<file path="src/rtl/mux_seq_param_if.sv">
// Request/stream bundle for the registered N:1 multiplexer: select/scan controls in,
// one valid/ready output beat out.
interface mux_seq_param_if #(
  parameter int NUM_INPUTS = 31,
  parameter int DATA_W     = 2,
  parameter int SEL_W      = 5
);
  logic                           en;
  logic                           mode;
  logic [SEL_W-1:0]               sel;
  logic                           sel_valid;
  logic [NUM_INPUTS*DATA_W-1:0]   inp;
  logic [DATA_W-1:0]              out;
  logic [SEL_W-1:0]               out_idx;
  logic                           out_valid;
  logic                           out_ready;
  logic                           sel_err;

  // Source bank / controller side: drives requests, consumes the beat.
  modport master (
    output en, mode, sel, sel_valid, inp, out_ready,
    input  out, out_idx, out_valid, sel_err
  );

  // Multiplexer side.
  modport slave (
    input  en, mode, sel, sel_valid, inp, out_ready,
    output out, out_idx, out_valid, sel_err
  );
endinterface

</file>
<file path="src/rtl/mux_seq_param.sv">
// Registered parametrised N:1 multiplexer with DIRECT (sel-driven) and SCAN (round-robin)
// modes, out-of-range select flagging and a valid/ready output stage with backpressure.
module mux_seq_param #(
  parameter int NUM_INPUTS = 31,
  parameter int DATA_W     = 2,
  parameter int SEL_W      = 5
) (
  input  logic          clk,
  input  logic          reset,
  mux_seq_param_if.slave bus
);

  typedef enum logic [1:0] {
    IDLE,
    DIRECT,
    SCAN
  } state_t;

  localparam logic [SEL_W:0]   N_EXT = (SEL_W+1)'(NUM_INPUTS);
  localparam logic [SEL_W-1:0] LAST  = SEL_W'(NUM_INPUTS - 1);

  state_t            state, state_nxt;
  logic [SEL_W-1:0]  cnt, cnt_nxt;
  logic [DATA_W-1:0] out_q, out_nxt;
  logic [SEL_W-1:0]  idx_q, idx_nxt;
  logic              valid_q, valid_nxt;
  logic              err_q, err_nxt;

  logic              slot_free;
  logic [SEL_W-1:0]  pick;
  logic              pick_in_range;
  logic [DATA_W-1:0] pick_data;

  assign slot_free     = !valid_q || bus.out_ready;
  assign pick          = (state == SCAN) ? cnt : bus.sel;
  assign pick_in_range = {1'b0, pick} < N_EXT;

  // One shared channel mux serves both modes; the scan counter never leaves range.
  always_comb begin
    pick_data = '0;
    for (int unsigned k = 0; k < NUM_INPUTS; k++) begin
      if (pick == SEL_W'(k)) begin
        pick_data = bus.inp[k*DATA_W +: DATA_W];
      end
    end
  end

  always_comb begin
    state_nxt = state;
    cnt_nxt   = cnt;
    out_nxt   = out_q;
    idx_nxt   = idx_q;
    valid_nxt = valid_q;
    err_nxt   = err_q;

    if (slot_free) begin
      valid_nxt = 1'b0;

      if (bus.en && state == DIRECT && bus.sel_valid) begin
        valid_nxt = 1'b1;
        idx_nxt   = bus.sel;
        out_nxt   = pick_in_range ? pick_data : '0;
        err_nxt   = !pick_in_range;
      end else if (bus.en && state == SCAN) begin
        valid_nxt = 1'b1;
        idx_nxt   = cnt;
        out_nxt   = pick_data;
        err_nxt   = 1'b0;
        cnt_nxt   = (cnt == LAST) ? '0 : cnt + SEL_W'(1);
      end

      // Mode changes land on the same edge as the beat issued under the old state.
      if (!bus.en) begin
        state_nxt = IDLE;
      end else if (bus.mode) begin
        if (state != SCAN) begin
          state_nxt = SCAN;
          cnt_nxt   = '0;
        end
      end else begin
        state_nxt = DIRECT;
      end
    end
  end

  always_ff @(posedge clk or posedge reset) begin
    if (reset) begin
      state   <= IDLE;
      cnt     <= '0;
      out_q   <= '0;
      idx_q   <= '0;
      valid_q <= 1'b0;
      err_q   <= 1'b0;
    end else begin
      state   <= state_nxt;
      cnt     <= cnt_nxt;
      out_q   <= out_nxt;
      idx_q   <= idx_nxt;
      valid_q <= valid_nxt;
      err_q   <= err_nxt;
    end
  end

  assign bus.out       = out_q;
  assign bus.out_idx   = idx_q;
  assign bus.out_valid = valid_q;
  assign bus.sel_err   = err_q;

endmodule
</file>
<file path="src/flat_wrapper.sv">
// flat-port wrapper written by rule: the top's interface ports become plain ports
module mux_seq_param_flat 
#(
  parameter int NUM_INPUTS = 31,
  parameter int DATA_W     = 2,
  parameter int SEL_W      = 5
)
  (clk, reset, bus_en, bus_mode, bus_sel, bus_sel_valid, bus_inp, bus_out_ready, bus_out, bus_out_idx, bus_out_valid, bus_sel_err);
  mux_seq_param_if #(.NUM_INPUTS(NUM_INPUTS), .DATA_W(DATA_W), .SEL_W(SEL_W)) bus_i ();
  input  logic clk;
  input  logic reset;
  input wire logic [$bits(bus_i.en)-1:0] bus_en;
  input wire logic [$bits(bus_i.mode)-1:0] bus_mode;
  input wire logic [$bits(bus_i.sel)-1:0] bus_sel;
  input wire logic [$bits(bus_i.sel_valid)-1:0] bus_sel_valid;
  input wire logic [$bits(bus_i.inp)-1:0] bus_inp;
  input wire logic [$bits(bus_i.out_ready)-1:0] bus_out_ready;
  output wire logic [$bits(bus_i.out)-1:0] bus_out;
  output wire logic [$bits(bus_i.out_idx)-1:0] bus_out_idx;
  output wire logic [$bits(bus_i.out_valid)-1:0] bus_out_valid;
  output wire logic [$bits(bus_i.sel_err)-1:0] bus_sel_err;
  assign bus_i.en = bus_en;
  assign bus_i.mode = bus_mode;
  assign bus_i.sel = bus_sel;
  assign bus_i.sel_valid = bus_sel_valid;
  assign bus_i.inp = bus_inp;
  assign bus_i.out_ready = bus_out_ready;
  assign bus_out = bus_i.out;
  assign bus_out_idx = bus_i.out_idx;
  assign bus_out_valid = bus_i.out_valid;
  assign bus_sel_err = bus_i.sel_err;
  mux_seq_param #(.NUM_INPUTS(NUM_INPUTS), .DATA_W(DATA_W), .SEL_W(SEL_W)) u_core (.clk(clk), .reset(reset), .bus(bus_i));
endmodule
</file>
<file path="config.mk">
export PLATFORM = sky130hd
export DESIGN_NAME = mux_seq_param_flat
export DESIGN_NICKNAME = d
export VERILOG_FILES = /design/src/rtl/mux_seq_param_if.sv /design/src/rtl/mux_seq_param.sv /design/src/flat_wrapper.sv
export SDC_FILE = /design/constraint.sdc
export NUM_CORES = 1
export LEC_CHECK = 0
export ABC_AREA = 1
export BUFFER_PORTS_ARGS = -buffer_cell sky130_fd_sc_hd__clkbuf_2
export CORE_ASPECT_RATIO = 1.75
export CORE_MARGIN = 2
export CORE_UTILIZATION = 51
export DETAILED_ROUTE_END_ITERATION = 12
export HOLD_SLACK_MARGIN = 0.1
export PLACE_DENSITY = 0.95
export SLEW_MARGIN = 0
export SYNTH_ARGS = -nofsm -noshare
export SYNTH_HDL_FRONTEND = slang
export SYNTH_SLANG_ARGS = --single-unit
</file>
<file path="constraint.sdc">
create_clock -name clk -period 5.45 [get_ports clk]
set_input_delay 0.2725 -clock clk [delete_from_list [all_inputs] [get_ports clk]]
set_output_delay 0.2725 -clock clk [all_outputs]
set_load 0.05 [all_outputs]
</file>
Word-level counts from Yosys, hierarchy flattened

Cells that the tools add are included.

Order comparisons: 1
$add $sub $neg: 1
Mux-type cells: 50
Equality and inequality tests: 35
Reductions and logical operators: 10

Operators with widths:

| operator            | count |
|---|---|
| $eq 5x5->1 const B  | 16 |
| $mux 2              | 37 |
| $mux 5              | 9 |
| $eq 5x4->1 const B  | 8 |
| $eq 5x3->1 const B  | 4 |
| $eq 5x2->1 const B  | 2 |
| $add 5x1->5 const B | 1 |
| $eq 5x1->1 const B  | 1 |
| $logic_not 5->1     | 1 |
| $lt 5x5->1 const B  | 1 |
| $mux 1              | 4 |
| $reduce_and 2->1    | 2 |
| $logic_and 1x1->1   | 3 |
| $ne 3x2->1 const B  | 1 |
| $eq 2x1->1 const B  | 1 |
| $eq 2x2->1 const B  | 1 |
| $logic_not 1->1     | 2 |
| $ne 2x2->1 const B  | 1 |
| $reduce_bool 2->1   | 1 |
| $logic_or 1x1->1    | 1 |

Bits of input ports: 73
Logic and storage cells: 103
Register bits after elaboration: 16

Depth between registers and ports, before layout

Word-level depth: 36
Depth in mapped cells: 35
Depth with buffers taken out: 35

Worst setup path before layout

Ideal clock, no wire load.

Path kind: register to register
From: register u_core.state[1]
To: register u_core.out_q[1] (netlist: u_core.bus.out[1])
Buffers on the path: 1
Required time: 5.332 ns
Period minus slack after synthesis: 2.530 ns
Stages on the path, launching flop included: 34
Slack: 2.920 ns
Data arrival time: 2.412 ns
Library setup time: 0.118 ns
Cells stage by stage: dfrtp_1 -> buf_6 -> inv_2 -> nor2_1 -> or2_1 -> o21ai_4 -> nand2_2 -> or2_0 -> nand2_1 -> nand2_1 -> nand2_1 -> nand2_1 -> nand2_1 -> nand3_1 -> nand2_1 -> nand3_1 -> nand2_1 -> nand2_1 -> nand2_1 -> nand2_1 -> nand2_1 -> nand2_1 -> nand2_1 -> nand2_1 -> nand2_1 -> nand3_1 -> nand2_1 -> nand2_1 -> nand2_1 -> nand4_1 -> nand2_1 -> nand2_1 -> nand2_1 -> nand2_1

Cells in the longest elaborated chain, start to end: 36

RTL lines:

| element                   | line                                     | RTL |
|---|---|---|
| start: declaration        | mux_seq_param.sv:22                      | `state_t state, state_nxt;` |
| start signal: assignment  | mux_seq_param.sv:95                      | `state <= state_nxt;` |
| $eq 2x2->1                | mux_seq_param.sv:35, mux_seq_param.sv:64 |  |
| $mux 5                    | mux_seq_param.sv:35                      | `assign pick = (state == SCAN) ? cnt : bus.sel;` |
| $logic_not 5->1           | mux_seq_param.sv:42                      | `if (pick == SEL_W'(k)) begin` |
| $mux 2 (31 in series)     | mux_seq_param.sv:42                      |  |
| $mux 2 (on tied branches) | mux_seq_param.sv:64, mux_seq_param.sv:62 |  |
| $mux 2                    | mux_seq_param.sv:59                      | `if (bus.en && state == DIRECT && bus.sel_valid) begin` |
| end signal: assignment    | mux_seq_param.sv:97                      | `out_q <= out_nxt;` |
| end: declaration          | mux_seq_param.sv:24                      | `logic [DATA_W-1:0] out_q, out_nxt;` |

Several ways; a longest one is shown, not always the timed one. The select of a mux whose other input is x is not followed.
A chain may end at the register's enable or synchronous reset.

Worst setup path after layout

Same ends and word-level chain as after synthesis.

==> results.json <==
{
  "status": "completed",
  "synth.top_cells.by_count": "nand2_1 (94), inv_1 (52), nor2_1 (46)",
  "required_ns": 5.59,
  "cts-resized-gates": 0,
  "grt_pass1_wl_um": 8920,
  "grt_max_degree": 29,
  "syn_inst": 321,
  "worstMarginPinSlew_ns": 0.760,
  "holdCritPathClass": "input port to flop",
  "finalSetupViolCount": 0,
  "clock_path_buffers": 2,
  "cts_made_buffers": 3,
  "start_util_pct": 53.3,
  "antenna_found_initial": 0,
  "gp_congestion": 1.05,
  "die_h_um": 82.8,
  "core_area_mm2": 0.00340,
  "clk_pin_slew_ns": 0.07,
  "synthFlopType": "dfrtp_1",
  "cellPowerDensity_mw_per_mm2": 246,
  "grt-ovfl-total": 0,
  "relSlewSlack_pct": 49.3,
  "fin_ws_ns": 2.22,
  "maxSlewViolCount": 0,
  "die_area_mm2": 0.00406,
  "cap_violations": 0,
  "skew_ns": 0.00483,
  "synth_top_area_cell": "dfrtp_1",
  "clockRootBuffer": "clkbuf_8",
  "first_iter_violations": 92,
  "io_pins": 82,
  "syn_area_per_cell_um2": 5.64,
  "antenna_cells": 0,
  "tns_ns": 0,
  "ys_ff_latch": 16,
  "cts.sinks": 16,
  "first_pass_iters": 4,
  "yosysSeqAreaShare_pct": 22.1,
  "ys_top_cells_by_area": "dfrtp_1 (22%), nand2_1 (19%), inv_1 (11%)",
  "cts.htree.levels": 1,
  "via_per_inst": 5.19,
  "postRouteAntennaNets": 0,
  "startpoint_type": "flop",
  "yosys_warnings": 0,
  "synth_fp_nets": 396,
  "cp.arrival_ns": 3.38,
  "layout.nets": 477,
  "nFillCells": 323,
  "max-vdd-ir-drop_mv": 0.239,
  "synth-edff-count": 0,
  "p_leak_uw": 0.00124,
  "io_buffers": 81,
  "power_uw": 567,
  "vias": 2315,
  "end_kind": "flop",
  "wl_um": 5410,
  "min_period_over_period_pct": 59.3,
  "drive_gt1_share_pct": 26.7,
  "fin_crit_ns": 3.23,
  "rsz0062_at_grt": "false",
  "netlist_area_mm2": 0.00181,
  "hold_viol_final": 0,
  "crit_type": "flop to flop",
  "cp_max_fo": 28,
  "synth_top_area_share_pct": 22.1,
  "avgRoutedWirePerCell_um": 12.1,
  "die_x_um": 49.0,
  "area_growth_syn_to_layout_pct": 27.3,
  "grt_pass1_vias": 2318,
  "yosysMostFrequentCell": "nand2_1",
  "remaining_drc_errors": 0,
  "pre_cts_ws_ns": 2.27,
  "async_reset_ff_share_pct": 100,
  "rows": 28,
  "max_freq_mhz": 309,
  "dp_hpwl_um": 4500,
  "grt_usage_pct": 27.4,
  "cts_tree": "done",
  "synth_cell_types": 31,
  "clkLatencyLatePin_ns": 0.25
}
==> repair_timing <==
action,4_1_cts,5_1_grt
hold buffers,1,0
hold endpoints to repair,16,0
buffers inserted,0,0
==> cell families after synthesis <==
group / after synthesis / synth area share, %
AND/OR/NAND/NOR: 211 / 52.9
flip-flops: 16 / 22.1
adder cells (fa/ha/maj): 2 / 1.38
buffers and inverters: 61 / 13.3
AO/OA/AOI/OAI: 31 / 10.2
==> power breakdown <==
part	leakage, µW	switching, µW	total [µW]	internal (µW)
clock	0.0000288	43.3	107	64.2
combinational	0.00100	205	292	87.2
sequential	0.000208	22.3	168	145
==> worst paths after layout <==
path                              startpoint                     to  slack [ns]  cells past startpoint
setup reg to reg             u_core.state[1]      u_core.bus.out[1]        2.22                     25
min in group asynchronous              reset  u_core.bus.out_idx[0]        0.61                      3
hold reg to reg            u_core.bus.out[1]      u_core.bus.out[1]        0.49                      2
max in group asynchronous              reset      u_core.bus.out[0]        4.45                      3
hold / removal                    bus_sel[3]  u_core.bus.out_idx[3]        0.30                      3
setup / recovery             u_core.state[1]      u_core.bus.out[1]        2.22                     25
==> layer usage <==
layer | track usage [%] | wire [µm] | vias to the layer above
li1 | - | - | 1174
met1 | 23.8 | 1820 | 1006
met2 | 54.7 | 3000 | 98
met3 | 2.70 | 243 | 37
met4 | 19.5 | 346 | 0
met5 | 0 | 0 | -
==> stage by stage <==
step           cell area, µm²  hold slack [ns]  utilization (%)  instances
3_3_place_gp             2240            0.342             65.9        441
6_report                 2300            0.304             67.8        446
4_1_cts                  2300            0.314             67.8        446
2_1_floorplan            1810            0.186                -        321
5_1_grt                  2300            0.321             67.8        446
3_5_place_dp             2240            0.357             65.9        441
==> registers in the layout, summed over array words and instances, names as in the netlist <==
register	count
u_core.bus.out	2
u_core.bus.out_idx	5
u_core.bus.out_valid	1
u_core.bus.sel_err	1
u_core.cnt	5
u_core.state	2
==> worst max-delay path: stages, from the launching register on <==
cell,delay [ns]
dfrtp_1,0.55
nand2_8,0.12
o21ai_4,0.54
inv_1,0.39
nor2_1,0.27
nand2_1,0.07
nand2_1,0.07
nand3_1,0.07
nand2_1,0.07
nand2_1,0.05
nand2_1,0.05
nand2_1,0.05
nand2_1,0.07
nand2_1,0.05
nand2_1,0.05
nand2_1,0.05
nand2_1,0.09
nand3_1,0.08
nand2_1,0.06
nand2_1,0.04
nand2_1,0.05
nand4_1,0.07
nand2_1,0.07
nand2_1,0.04
nand2_1,0.05
nand2_1,0.06
==> final cells by class <==
type,instances,area (µm²),area share [%]
inverter,55,209,9.07
tap,45,56.3,2.44
timing repair buffer,82,415,18.0
multi-input combinational,244,1170,50.7
sequential,16,400,17.4
clock buffer,4,55.1,2.39
==> cells in the final DEF, fill, tap and decap left out, drive strengths merged <==
cell         count
clkbuf          85
dfrtp           16
nor3             9
nand2          104
o22ai            4
o31ai            2
ha               2
nor2            48
nand4           10
a21oi           13
a31oi            4
nand3           29
or2              8
nor3b            1
nor4             1
dlygate4sd3      1
o21ai            8
inv             55
nand3b           1
Note: power is estimated with default switching activity, not from simulation.
